`config.mk`:
```
export PLATFORM = sky130hd
export DESIGN_NAME = id_alu_decode
export DESIGN_NICKNAME = d
export VERILOG_FILES = /design/src/rtl/riscv_pkg.sv /design/src/rtl/alu_ctrl_dec.sv /design/src/rtl/id_alu_decode.sv
export SDC_FILE = /design/constraint.sdc
export NUM_CORES = 1
export LEC_CHECK = 0
export BUFFER_PORTS_ARGS = -buffer_cell sky130_fd_sc_hd__buf_2
export CAP_MARGIN = 10
export CORE_UTILIZATION = 45
export DETAILED_ROUTE_END_ITERATION = 8
export GPL_TIMING_DRIVEN = 0
export HOLD_SLACK_MARGIN = 0.03
export PLACE_DENSITY_LB_ADDON = 0.08
export SLEW_MARGIN = 15
export SYNTH_ARGS = -nofsm -noshare
export SYNTH_HDL_FRONTEND = slang
export SYNTH_SLANG_ARGS = --single-unit
```
`constraint.sdc`:
```
create_clock -name CLK -period 1.55 [get_ports CLK]
set_input_delay 0.0775 -clock CLK [delete_from_list [all_inputs] [get_ports CLK]]
set_output_delay 0.0775 -clock CLK [all_outputs]
set_load 0.005 [all_outputs]
```
`src/rtl/riscv_pkg.sv`:
```
// Shared RV32I decode definitions: opcodes, ALU operation codes and the decoded-control bundle.
package riscv_pkg;

  localparam int IMM_W = 32;

  localparam logic [6:0] OPC_OP     = 7'b0110011;
  localparam logic [6:0] OPC_OP_IMM = 7'b0010011;
  localparam logic [6:0] OPC_LOAD   = 7'b0000011;
  localparam logic [6:0] OPC_STORE  = 7'b0100011;
  localparam logic [6:0] OPC_BRANCH = 7'b1100011;
  localparam logic [6:0] OPC_LUI    = 7'b0110111;
  localparam logic [6:0] OPC_AUIPC  = 7'b0010111;
  localparam logic [6:0] OPC_JAL    = 7'b1101111;
  localparam logic [6:0] OPC_JALR   = 7'b1100111;

  localparam logic [3:0] ALU_ADD   = 4'b0000;
  localparam logic [3:0] ALU_OR    = 4'b0001;
  localparam logic [3:0] ALU_AND   = 4'b0010;
  localparam logic [3:0] ALU_BNE   = 4'b0011;
  localparam logic [3:0] ALU_SLT   = 4'b0100;
  localparam logic [3:0] ALU_SUB   = 4'b0111;
  localparam logic [3:0] ALU_SLL   = 4'b1000;
  localparam logic [3:0] ALU_XOR   = 4'b1001;
  localparam logic [3:0] ALU_SRL   = 4'b1010;
  localparam logic [3:0] ALU_BGE   = 4'b1011;
  localparam logic [3:0] ALU_PASSB = 4'b1100;
  localparam logic [3:0] ALU_SLTIU = 4'b1101;
  localparam logic [3:0] ALU_SRA   = 4'b1110;
  localparam logic [3:0] ALU_BEQ   = 4'b1111;

  typedef struct packed {
    logic [3:0]       control;
    logic             alusrc;
    logic             asel_pc;
    logic [IMM_W-1:0] imm;
    logic [4:0]       rs1;
    logic [4:0]       rs2;
    logic [4:0]       rd;
    logic             reg_write;
    logic             mem_read;
    logic             mem_write;
    logic             branch;
    logic             jump;
    logic             br_pol;
    logic [2:0]       funct3;
    logic             illegal;
  } dec_ctrl_t;

endpackage

```
`src/rtl/alu_ctrl_dec.sv`:
```
// Combinational RV32I instruction decoder: instruction word to ALU code, immediate and strobes.
// Zero latency, no state; illegal encodings keep their fields but have every side-effect strobe cleared.
module alu_ctrl_dec import riscv_pkg::*; (
  input  logic [31:0] instr,
  output dec_ctrl_t   dec
);

  logic [6:0]  opc;
  logic [2:0]  f3;
  logic [6:0]  f7;
  logic        f7_zero;
  logic        f7_alt;
  logic [31:0] imm_i, imm_s, imm_b, imm_u, imm_j, imm_sh;

  assign opc     = instr[6:0];
  assign f3      = instr[14:12];
  assign f7      = instr[31:25];
  assign f7_zero = (f7 == 7'b0000000);
  assign f7_alt  = (f7 == 7'b0100000);

  assign imm_i  = {{20{instr[31]}}, instr[31:20]};
  assign imm_s  = {{20{instr[31]}}, instr[31:25], instr[11:7]};
  assign imm_b  = {{19{instr[31]}}, instr[31], instr[7], instr[30:25], instr[11:8], 1'b0};
  assign imm_u  = {instr[31:12], 12'b0};
  assign imm_j  = {{11{instr[31]}}, instr[31], instr[19:12], instr[20], instr[30:21], 1'b0};
  assign imm_sh = {27'b0, instr[24:20]};

  always_comb begin
    dec        = '0;
    dec.rs1    = instr[19:15];
    dec.rd     = instr[11:7];
    dec.funct3 = f3;
    case (opc)
      OPC_OP: begin
        dec.rs2       = instr[24:20];
        dec.reg_write = 1'b1;
        dec.illegal   = !(f7_zero || (f7_alt && (f3 == 3'b000 || f3 == 3'b101)));
        case (f3)
          3'b000:         dec.control = f7_alt ? ALU_SUB : ALU_ADD;
          3'b001:         dec.control = ALU_SLL;
          3'b010, 3'b011: dec.control = ALU_SLT;
          3'b100:         dec.control = ALU_XOR;
          3'b101:         dec.control = f7_alt ? ALU_SRA : ALU_SRL;
          3'b110:         dec.control = ALU_OR;
          default:        dec.control = ALU_AND;
        endcase
      end
      OPC_OP_IMM: begin
        dec.alusrc    = 1'b1;
        dec.reg_write = 1'b1;
        dec.imm       = imm_i;
        case (f3)
          3'b000: dec.control = ALU_ADD;
          3'b001: begin
            dec.control = ALU_SLL;
            dec.imm     = imm_sh;
            dec.illegal = !f7_zero;
          end
          3'b010: dec.control = ALU_SLT;
          3'b011: dec.control = ALU_SLTIU;
          3'b100: dec.control = ALU_XOR;
          3'b101: begin
            dec.control = f7_alt ? ALU_SRA : ALU_SRL;
            dec.imm     = imm_sh;
            dec.illegal = !(f7_zero || f7_alt);
          end
          3'b110:  dec.control = ALU_OR;
          default: dec.control = ALU_AND;
        endcase
      end
      OPC_LOAD: begin
        dec.alusrc    = 1'b1;
        dec.imm       = imm_i;
        dec.mem_read  = 1'b1;
        dec.reg_write = 1'b1;
      end
      OPC_STORE: begin
        dec.alusrc    = 1'b1;
        dec.imm       = imm_s;
        dec.rs2       = instr[24:20];
        dec.rd        = 5'd0;
        dec.mem_write = 1'b1;
      end
      OPC_BRANCH: begin
        dec.imm    = imm_b;
        dec.rs2    = instr[24:20];
        dec.rd     = 5'd0;
        dec.branch = 1'b1;
        // ZERO==1 means "taken" only for the equality compares; less-than results invert that sense
        case (f3)
          3'b000: begin dec.control = ALU_BEQ; dec.br_pol = 1'b1; end
          3'b001: begin dec.control = ALU_BNE; dec.br_pol = 1'b1; end
          3'b100, 3'b110: dec.control = ALU_SLT;
          3'b101, 3'b111: dec.control = ALU_BGE;
          default: dec.illegal = 1'b1;
        endcase
      end
      OPC_LUI: begin
        dec.control   = ALU_PASSB;
        dec.alusrc    = 1'b1;
        dec.imm       = imm_u;
        dec.reg_write = 1'b1;
      end
      OPC_AUIPC: begin
        dec.asel_pc   = 1'b1;
        dec.alusrc    = 1'b1;
        dec.imm       = imm_u;
        dec.reg_write = 1'b1;
      end
      OPC_JAL: begin
        dec.asel_pc   = 1'b1;
        dec.alusrc    = 1'b1;
        dec.imm       = imm_j;
        dec.jump      = 1'b1;
        dec.reg_write = 1'b1;
      end
      OPC_JALR: begin
        dec.asel_pc   = 1'b1;
        dec.alusrc    = 1'b1;
        dec.imm       = imm_i;
        dec.jump      = 1'b1;
        dec.reg_write = 1'b1;
        dec.illegal   = (f3 != 3'b000);
      end
      default: dec.illegal = 1'b1;
    endcase
    if (dec.illegal) begin
      dec.reg_write = 1'b0;
      dec.mem_read  = 1'b0;
      dec.mem_write = 1'b0;
      dec.branch    = 1'b0;
      dec.jump      = 1'b0;
    end
  end

endmodule

```
`src/rtl/id_alu_decode.sv`:
```
// Registered decode stage between fetch and execute: one-deep valid/ready register with stall and flush.
// Latency 1 cycle; stalls hold outputs bit-exact with IN_READY low; FLUSH drops held and incoming work.
module id_alu_decode import riscv_pkg::*; #(
  parameter int XLEN         = 32,
  parameter bit RESET_PC_NOP = 1'b1
) (
  input  logic            CLK,
  input  logic            RESET,
  input  logic [31:0]     INSTR,
  input  logic            IN_VALID,
  output logic            IN_READY,
  output logic            OUT_VALID,
  input  logic            OUT_READY,
  input  logic            FLUSH,
  output logic [3:0]      CONTROL,
  output logic            ALUSRC,
  output logic            ASEL_PC,
  output logic [XLEN-1:0] IMM,
  output logic [4:0]      RS1,
  output logic [4:0]      RS2,
  output logic [4:0]      RD,
  output logic            REG_WRITE,
  output logic            MEM_READ,
  output logic            MEM_WRITE,
  output logic            BRANCH,
  output logic            JUMP,
  output logic            BR_POL,
  output logic [2:0]      FUNCT3,
  output logic            ILLEGAL
);

  dec_ctrl_t dec;
  dec_ctrl_t ctrl_d, ctrl_q;
  logic      valid_d, valid_q;
  logic      in_ready;

  alu_ctrl_dec u_dec (
    .instr (INSTR),
    .dec   (dec)
  );

  assign in_ready = !valid_q || OUT_READY;

  always_comb begin
    valid_d = valid_q;
    ctrl_d  = ctrl_q;
    if (FLUSH) begin
      // Payload may stay, but nothing with a side effect may survive a flush
      valid_d          = 1'b0;
      ctrl_d.reg_write = 1'b0;
      ctrl_d.mem_read  = 1'b0;
      ctrl_d.mem_write = 1'b0;
      ctrl_d.branch    = 1'b0;
      ctrl_d.jump      = 1'b0;
    end else if (in_ready) begin
      valid_d = IN_VALID;
      if (IN_VALID) begin
        ctrl_d = dec;
      end
    end
  end

  always_ff @(posedge CLK) begin
    if (RESET) begin
      valid_q <= !RESET_PC_NOP;
      ctrl_q  <= '0;
    end else begin
      valid_q <= valid_d;
      ctrl_q  <= ctrl_d;
    end
  end

  assign IN_READY  = in_ready;
  assign OUT_VALID = valid_q;
  assign CONTROL   = ctrl_q.control;
  assign ALUSRC    = ctrl_q.alusrc;
  assign ASEL_PC   = ctrl_q.asel_pc;
  assign IMM       = ctrl_q.imm;
  assign RS1       = ctrl_q.rs1;
  assign RS2       = ctrl_q.rs2;
  assign RD        = ctrl_q.rd;
  assign REG_WRITE = ctrl_q.reg_write;
  assign MEM_READ  = ctrl_q.mem_read;
  assign MEM_WRITE = ctrl_q.mem_write;
  assign BRANCH    = ctrl_q.branch;
  assign JUMP      = ctrl_q.jump;
  assign BR_POL    = ctrl_q.br_pol;
  assign FUNCT3    = ctrl_q.funct3;
  assign ILLEGAL   = ctrl_q.illegal;

endmodule

```
==> results of run 1 <==
==> cell usage in the layout, fill, tap and decap left out, types with 3 or more instances in the layout <==
master | synthesis | final
a21oi_1 | 25 | 25
bufinv_16 | 0 | 3
nand3_1 | 9 | 9
buf_4 | 3 | 12
o21ai_0 | 27 | 27
nand2_1 | 64 | 64
a211oi_1 | 5 | 4
inv_1 | 5 | 4
clkbuf_1 | 13 | 6
a21boi_0 | 9 | 9
a22o_1 | 5 | 5
nand2b_1 | 7 | 7
buf_2 | 3 | 101
nand3b_1 | 4 | 4
nor2_1 | 23 | 22
a31oi_1 | 4 | 3
clkbuf_2 | 2 | 5
dlygate4sd3_1 | 0 | 19
nor3_1 | 14 | 13
a22oi_1 | 20 | 19
dfxtp_1 | 64 | 63
clkbuf_8 | 4 | 15
==> cells by family (layout without fill, tap and decap cells) <==
kind of cell / Yosys count / count (layout) / synth area share
compound gates: 120 / 120 / 0.2688
xor+xnor: 1 / 1 / 0.002895
flops: 64 / 64 / 0.4235
simple gates: 143 / 143 / 0.2382
buf+inv: 33 / 172 / 0.06658
==> cells in the mapped netlist (all sizes together) (3+ instances only) <==
| master | instances |
|---|---|
| dfxtp | 64 |
| nand2 | 64 |
| o21ai | 28 |
| a21oi | 25 |
| nor2 | 23 |
| a22oi | 20 |
| clkbuf | 19 |
| nor3 | 15 |
| a21boi | 9 |
| nand3 | 9 |
| buf | 8 |
| nand2b | 7 |
| a22o | 6 |
| a211oi | 5 |
| inv | 5 |
| nand3b | 5 |
| a31oi | 4 |
| a2111oi | 3 |
| o21bai | 3 |
==> power breakdown <==
| group | internal, mW | leakage, nW | switching (mW) |
|---|---|---|---|
| clock network | 1.12 | 0.119 | 0.712 |
| registers | 1.67 | 0.518 | 0.0136 |
| logic | 0.199 | 1.14 | 0.268 |
==> critical path, stage by stage (launching register included) <==
cell and delay (ns):
dfxtp_2 0.32, nor2b_4 0.13, inv_2 0.05, nand3b_1 0.16, clkbuf_8 0.21, buf_4 0.14
nor4_2 0.23, a21oi_1 0.06, o22ai_1 0.12
==> final cells by class <==
type | count | area (um^2)
multi-input combinational | 264 | 1603
tap | 77 | 96.34
inverter | 5 | 18.77
timing repair buffer | 123 | 730.7
clock buffer | 10 | 137.6
clock inverter | 6 | 113.9
sequential | 64 | 1282
fill | 576 | 2237
buffer | 28 | 202.7
==> repair_timing <==
action | CTS | global route
pin swaps | 3 | 3
hold endpoints to repair | 20 | 0
gates cloned | 1 | 0
setup buffers | 6 | 4
resized for setup | 15 | 15
setup endpoints to repair | 55 | 45
hold buffers | 19 | 0
==> worst min path at each step <==
stage / end / slack [ns] / depth (start not counted)
floorplan: MEM_READ / 0.16 / 1
global placement: MEM_READ / 0.32 / 2
detailed placement: MEM_WRITE / 0.32 / 2
CTS: RS2[2] / 0.04 / 3
global route: IMM[9] / 0.05 / 2
finish: RS2[2] / 0.03 / 3
==> sequential cells by signal (all words and copies together) (netlist names), 3 cells and up <==
signal,cells
RD,5
RS2,5
CONTROL,4
RS1,5
FUNCT3,3
IMM,32
==> per-layer routing <==
metal	wire, um	track usage
met1	4406	0.3743
met3	495	0.04550
met2	4345	0.4352
met4	213	0.1160
met5	0	0
==> per-stage QoR <==
stage | TNS [ns] | utilization | power, mW | hold slack (ns)
final | 0 | 0.6517 | 3.982 | 0.03469
after CTS | 0 | 0.6452 | 3.989 | 0.03574
after floorplan | 0 | - | 1.948 | 0.1568
after global placement | -9.569 | 0.5617 | 2.116 | 0.3177
after detailed placement | -9.837 | 0.5617 | 2.113 | 0.3172
after global routing | -0.4205 | 0.6517 | 4.115 | 0.04540
==> flow_summary.toml, run 1 <==
[outcome]
outcome = "finished, violations left"
failed_checks = "design-rule violations"

[worst_hold_path]
worstHoldStart = "INSTR[22]"
hp-class = "in2reg"

[final_layout]
design_area_um2 = 4185
final_cell_count_no_fill = 577
layout.nets = 532
num_antenna_cells = 0
layout-drive-gt1-share = 0.3280
syn_to_final_growth_pct = 38.34

[synthesis]
synth_edf_count = 0
yosysWarnings = 0
syn_area_um2 = 3025
yosys_register_bits = 64
synthTopCellsByArea = "dfxtp_1 42%, nand2_1 7.9%, a22oi_1 5.0%"
yosys_most_used_dff = "dfxtp_1"
yosysTopAreaCell = "dfxtp_1"
synth_top_area_share = 0.4235
syn_inst = 361
synth.avg_cell_area_um2 = 8.381
synth-async-reset-ratio = 0
synth-seq-area-share = 0.4235
ys_types = 59
synth_nets = 398

[drt]
wl_per_cell_um = 16.40
drc_errors = 18
routed-via-count = 3202
drt_wl_total_mm = 9.461
dr.pass1.iters = 6
avgViaCountPerCell = 5.549
ant_nets = 0
drt_iter0_drc = 162

[global_routing]
antenna_found_initial = 0
grt_pass1_vias = 2973
globalRouteOverflowTotal = 0
grt_max_degree = 13
grt_pass1_wl_mm = 15.24
gr-usage-all-layers = 0.2764

[placement]
dpl-instance-area_um2 = 3607
dp.cells = 535
place_congestion = 0.9979
hpwl_mm = 6.591
dp_slack_ns = -0.2761
port_buffers = 97

[sta]
tightest_slew_ns = 0.5241
post-route-period-util = 0.9797
finalWorstPathRequiredPeriod_ns = 1.518
rsz0062_at_grt = "true"
post-route-worst-setup-slack_ns = 0.03153
clock.fmax_mhz = 658.6
finClkSkew_ns = 0.004342
finalHoldViolations = 0
finalSetupViolations = 0
slew-limit-headroom = 0.6479
final-max-slew-violation-count = 0

[setup_path]
reg2reg_slack_ns = 0.03
critPathKind = "reg2reg"
r2r_cells = 8
rr_startpoint = "OUT_VALID"
critPathCapture = "CONTROL[3]"
required_ns = 1.82
startpoint = "OUT_VALID"
crit_path_end_kind = "register"
worst_setup_path_start_kind = "register"
r2r-end = "CONTROL[3]"
worstPathArrival_ns = 1.79
worstPathMaxFanout = 4

[clock_network]
cts.path.max_buffers = 2
clock_latency_ns = 0.35
h-tree-depth = 3
cts_tree = "yes"
cts_inserted_buffers = 9
cts.sinks = 64
clk_pin_slew_ns = 0.08
clockRootBuffer = "clkbuf_8"

[power]
vdd_drop_max_mv = 0.6228
powerDensity_nw_per_um2 = 951.5
power_leakage_nw = 1.778

[run]
cap_violations = 0

[floorplan]
placementRows = 29
dieArea_um2 = 7055
core_um2 = 6422
ioPinCount = 102
start_util = 0.4711
die_h_um = 84.00
dieWidth_um = 84.00
Power figures use the tool's default switching activity.
==> run 2: changes to the inputs <==
--- a/config.mk
+++ b/config.mk
@@ -7,7 +7,9 @@
 export LEC_CHECK = 0
 export BUFFER_PORTS_ARGS = -buffer_cell sky130_fd_sc_hd__buf_2
 export CAP_MARGIN = 10
-export CORE_UTILIZATION = 45
+export CELL_PAD_IN_SITES_DETAIL_PLACEMENT = 1
+export CELL_PAD_IN_SITES_GLOBAL_PLACEMENT = 1
+export CORE_UTILIZATION = 33
 export DETAILED_ROUTE_END_ITERATION = 8
 export GPL_TIMING_DRIVEN = 0
 export HOLD_SLACK_MARGIN = 0.03
==> run 2 against run 1 <==
Against the previous run: the flow still finishes with violations (design-rule violations); flip-flop and latch count unchanged; critical endpoint is now IMM[20]; critical path type unchanged; clock skew is 0.0012 ns higher; combinational power up 3%; sequential power about the same.
==> flow_summary.toml, run 2 (same netlist as run 1, synthesis figures left out) <==
[outcome]
outcome = "finished, violations left"
failed_checks = "design-rule violations"

[global_routing]
grtUsageMet2 = 0.3939
grt_pass1_wl_mm = 17.68
grtUsageMet3 = 0.03937
antenna_found_initial = 0
grt_most_used_layer = "met2"
use_met1 = 0.3101
grt_max_degree = 13
grt_pass1_vias = 3276
gr-usage-all-layers = 0.2353
globalRouteOverflowTotal = 0

[worst_hold_path]
hp-class = "in2reg"

[setup_path]
crit_path_end_kind = "register"
worstPathArrival_ns = 1.77
critPathKind = "reg2reg"
crit_chain = "nor2b_4 > inv_2 > nand3b_1 > buf_6 > nor2_4 > o21ai_4 > buf_4 > o21ai_0"
crit_slowest_cell = "dfxtp_2"
worstPathMaxFanout = 10
worst_setup_path_start_kind = "register"
required_ns = 1.81
critPathMaxStageDelay_ns = 0.33
reg2reg_slack_ns = 0.04

[final_layout]
multi_input_area_um2 = 1592
seq_area_um2 = 1282
layout.nets = 531
fillCellCount = 1072
final_cell_count_no_fill = 607
final_cell_mix = "100 x buf_2, 64 x nand2_1, 63 x dfxtp_1, 24 x o21ai_0, 24 x a21oi_1"
layout-drive-gt1-share = 0.3307
final_common_cell = "buf_2"
syn_to_final_growth_pct = 38.09
largest_register_ffs = 32
num_antenna_cells = 0

[clock_network]
h-tree-depth = 3
cts.path.max_buffers = 2
clk_pin_slew_ns = 0.08
clock_latency_ns = 0.34
cts.sinks = 64
cts_tree = "yes"
cts_inserted_buffers = 9
clockRootBuffer = "clkbuf_8"

[floorplan]
dieArea_um2 = 9555
start_util = 0.3436
dieWidth_um = 97.75
core_um2 = 8806
placementRows = 34
die_h_um = 97.75
ioPinCount = 102

[drt]
dr.pass1.iters = 7
drc_errors = 16
drt_iter0_drc = 132
ant_nets = 0
avgViaCountPerCell = 5.310
wl_per_cell_um = 18.41
drt_wl_total_mm = 11.18
routed-via-count = 3223

[power]
vdd_drop_max_mv = 0.4906
finalPower_mw = 3.703
powerDensity_nw_per_um2 = 886.3
power_leakage_nw = 1.771

[sta]
tightest_slew_ns = 0.5367
finClkSkew_ns = 0.005569
clock.fmax_mhz = 660.4
finalHoldViolations = 0
final-max-slew-violation-count = 0
post-route-period-util = 0.9769
finalSetupViolations = 0
slew-limit-headroom = 0.6394
finalWorstPathRequiredPeriod_ns = 1.514

[placement]
dp.cells = 566
hpwl_mm = 7.877
place_congestion = 0.8480
port_buffers = 97

[run]
cap_violations = 0
==> run 2: cell count changes in the layout (fill, tap and decap cells not counted), moves of 2 or more <==
cell	delta
o21ai_1	+3
clkbuf_8	-2
bufinv_16	-2
clkbuf_1	-2
buf_4	-2
clkbuf_2	+2
clkbuf_4	+2
o21ai_0	-3
==> run 2: final timing paths <==
path / start / to / cells past startpoint
max: OUT_VALID / IMM[20] / 8
min: RESET / OUT_VALID / 3
min reg2reg: IMM[26] / IMM[26] / 2
max reg2reg: OUT_VALID / IMM[20] / 8
==> run 2: cell type report <==
type                       count  area share
clock buffer                  10     0.03294
sequential                    64      0.3070
tap                          108     0.03235
inverter                       5    0.004492
clock inverter                 6     0.01617
timing repair buffer         122      0.1770
multi-input combinational    264      0.3810
buffer                        28     0.04912
==> run 2: metal layers <==
metal	vias up	routed length [um]
li1	1565	-
met1	1544	5049
met2	98	5398
met3	16	564
met4	0	165
met5	-	0
==> run 2: timing repair <==
action	4_1_cts	5_1_grt
resized for setup	16	22
hold buffers	18	0
setup buffers	2	4
hold endpoints to repair	19	0
setup endpoints to repair	55	50
pin swaps	2	2
cloned	0	1
==> run 2: worst max-delay path: cells and delay by family, from the launching register on <==
kind,cells,cell delay [ns]
DFF,1,0.33
buffers and inverters,3,0.40
and+or+nand+nor,3,0.40
AOI/OAI and AO/OA,2,0.30
==> run 2: metrics by stage <==
step / setup WS [ns] / util / setup TNS (ns) / hold WS (ns) / instance area, um^2
2_1_floorplan: 0.07472 / - / 0 / 0.1568 / 3025
4_1_cts: 0.008013 / 0.4635 / 0 / 0.03324 / 4081
5_1_grt: -0.02981 / 0.4744 / -0.2469 / 0.03247 / 4178
3_5_place_dp: -0.3492 / 0.4140 / -12.15 / 0.3215 / 3646
3_3_place_gp: -0.3153 / 0.4140 / -10.24 / 0.3187 / 3646
6_report: 0.03587 / 0.4744 / 0 / 0.02999 / 4178
==> run 2: where the power goes <==
part	internal [mW]	switching (mW)
Clock	0.793	0.742
Sequential	1.67	0.0148
Combinational	0.202	0.280
==> run 3: changes to the inputs <==
--- a/config.mk
+++ b/config.mk
@@ -9,11 +9,13 @@
 export CAP_MARGIN = 10
 export CELL_PAD_IN_SITES_DETAIL_PLACEMENT = 1
 export CELL_PAD_IN_SITES_GLOBAL_PLACEMENT = 1
-export CORE_UTILIZATION = 33
+export CORE_UTILIZATION = 34
+export CTS_BUF_LIST = sky130_fd_sc_hd__clkbuf_4 sky130_fd_sc_hd__clkbuf_8
 export DETAILED_ROUTE_END_ITERATION = 8
 export GPL_TIMING_DRIVEN = 0
 export HOLD_SLACK_MARGIN = 0.03
-export PLACE_DENSITY_LB_ADDON = 0.08
+export PLACE_DENSITY_LB_ADDON = 0.12
+export RECOVER_POWER = 50
 export SLEW_MARGIN = 15
 export SYNTH_ARGS = -nofsm -noshare
 export SYNTH_HDL_FRONTEND = slang
==> run 3 against run 2 <==
Against the previous run: the flow now finishes without violations; hold slack lost 0.0034 ns; cell count decreased by 0.16%; critical path type unchanged; first-iteration DRC count decreased by 11%; clock power is 7% lower; setup slack got worse by 0.0044 ns; sequential power about the same; clock-buffer cell count shrank 1; largest power group unchanged; die area decreased by 2.9%; register-to-register slack about the same; combinational power grew 0.8%.
==> flow_summary.toml, run 3 (same netlist as run 1, synthesis figures left out) <==
[worst_hold_path]
hp-class = "in2reg"
worstHoldPathCells = 3
worstHoldStart = "INSTR[24]"
holdPathEnd = "RS2[4]"

[setup_path]
worstPathMaxFanout = 5
critPathMaxStageDelay_ns = 0.32
crit_slowest_cell = "dfxtp_2"
worstPathArrival_ns = 1.79
r2r_cells = 9
crit_path_end_kind = "register"
r2r-end = "RS2[3]"
reg2reg_slack_ns = 0.03
required_ns = 1.83
critPathKind = "reg2reg"
worst_setup_path_start_kind = "register"
crit_chain = "nor2b_4 > inv_2 > nand3b_1 > buf_6 > buf_8 > a2111oi_4 > buf_4 > a22oi_1 > nor2_1"
rr_startpoint = "OUT_VALID"

[clock_network]
clock_latency_ns = 0.34
cts_tree = "yes"
cts.sinks = 64
cts.path.max_buffers = 2
cts_inserted_buffers = 9
clockRootBuffer = "clkbuf_8"
clk_pin_slew_ns = 0.07
h-tree-depth = 3

[global_routing]
antenna_found_initial = 0
grt_pass1_wl_mm = 16.66
globalRouteOverflowTotal = 0
grt_max_degree = 12
gr-usage-all-layers = 0.2414
grt_pass1_vias = 3236

[final_layout]
syn_to_final_growth_pct = 37.51
layout.nets = 531
final_cell_count_no_fill = 606
fin_util = 0.4794
layout-drive-gt1-share = 0.3313
design_area_um2 = 4160
final_cell_mix = "101 x buf_2, 64 x nand2_1, 63 x dfxtp_1, 25 x o21ai_0, 25 x a21oi_1"
largest_register_ffs = 32
num_antenna_cells = 0
final_common_cell = "buf_2"

[floorplan]
start_util = 0.3486
core_um2 = 8678
placementRows = 34
dieWidth_um = 96.33
die_h_um = 96.33
dieArea_um2 = 9279
ioPinCount = 102

[sta]
finalHoldViolations = 0
clock.fmax_mhz = 658.5
finalWorstPathRequiredPeriod_ns = 1.519
fin_hold_ws_ns = 0.02659
final-max-slew-violation-count = 0
post-route-worst-setup-slack_ns = 0.03146
finClkSkew_ns = 0.006917
slew-limit-headroom = 0.6084
finalSetupViolations = 0
tightest_slew_ns = 0.5828
rsz0062_at_grt = "true"
post-route-period-util = 0.9797

[placement]
hpwl_mm = 7.733
port_buffers = 97
dp.cells = 566
place_congestion = 0.8781
dp_slack_ns = -0.3715
dpl-instance-area_um2 = 3646

[power]
power_leakage_nw = 1.765
powerDensity_nw_per_um2 = 863.2
vdd_drop_max_mv = 0.5067

[drt]
dr.pass1.iters = 4
routed-via-count = 3232
avgViaCountPerCell = 5.333
ant_nets = 0
wl_per_cell_um = 18.13
drt_wl_total_mm = 10.99
drc_errors = 0
drt_iter0_drc = 118

[run]
cap_violations = 0

[outcome]
outcome = "completed"
==> run 3: worst max-delay path: cells and delay by family (launching register included) <==
kind | cells | cell delay (ns)
AO/OA/AOI/OAI | 2 | 0.28
buffers and inverters | 4 | 0.55
flip-flops | 1 | 0.32
AND/OR/NAND/NOR | 3 | 0.31
==> run 3: cell type report <==
class                   count  area [um^2]
inverters                   5        18.77
flip-flops and latches     64         1282
multi-input cells         264         1598
repair buffers            122        737.0
clock buffers               9        123.9
fillers                  1092         4518
clock inverters             6        61.31
plain buffers              28        203.9
well taps                 108        135.1
==> run 3: worst max path at each step <==
stage | startpoint | to | slack (ns) | cells after the start
final | OUT_VALID | RS2[3] | 0.03 | 9
after global routing | OUT_VALID | RS2[2] | -0.05 | 9
after detailed placement | INSTR[2] | IMM[27] | -0.37 | 7
after CTS | OUT_VALID | IMM[7] | 0.002 | 5
after floorplan | INSTR[3] | REG_WRITE | 0.07 | 7
after global placement | INSTR[27] | ILLEGAL | -0.30 | 6
==> run 3: layer usage <==
layer	vias to the layer above	routed length [um]	share of wire	global-route usage
met1	1554	5095	0.46	0.3106
met2	96	5163	0.47	0.4084
met5	-	0	0	0
met4	0	216	0.020	0.08578
met3	18	510	0.046	0.03633
li1	1564	-	-	-
==> run 3: repair_timing <==
action,in CTS,in global routing
hold buffers,17,0
gates cloned,0,1
pin swaps,2,3
hold endpoints to repair,18,0
gates resized for setup,16,20
setup buffers,2,6
endpoints found under the setup margin,55,59
==> run 3: where the power goes <==
| part | switching, mW | internal (mW) |
|---|---|---|
| Clock | 0.692 | 0.728 |
| Sequential | 0.0137 | 1.67 |
| Combinational | 0.284 | 0.202 |
| Total | 0.990 | 2.60 |
==> run 3: metrics by stage <==
step | setup TNS [ns] | total power, mW
after floorplan | 0 | 1.948
after global routing | -0.2820 | 3.701
after global placement | -10.42 | 2.126
final | 0 | 3.591
after detailed placement | -13.00 | 2.132
after CTS | 0 | 3.575
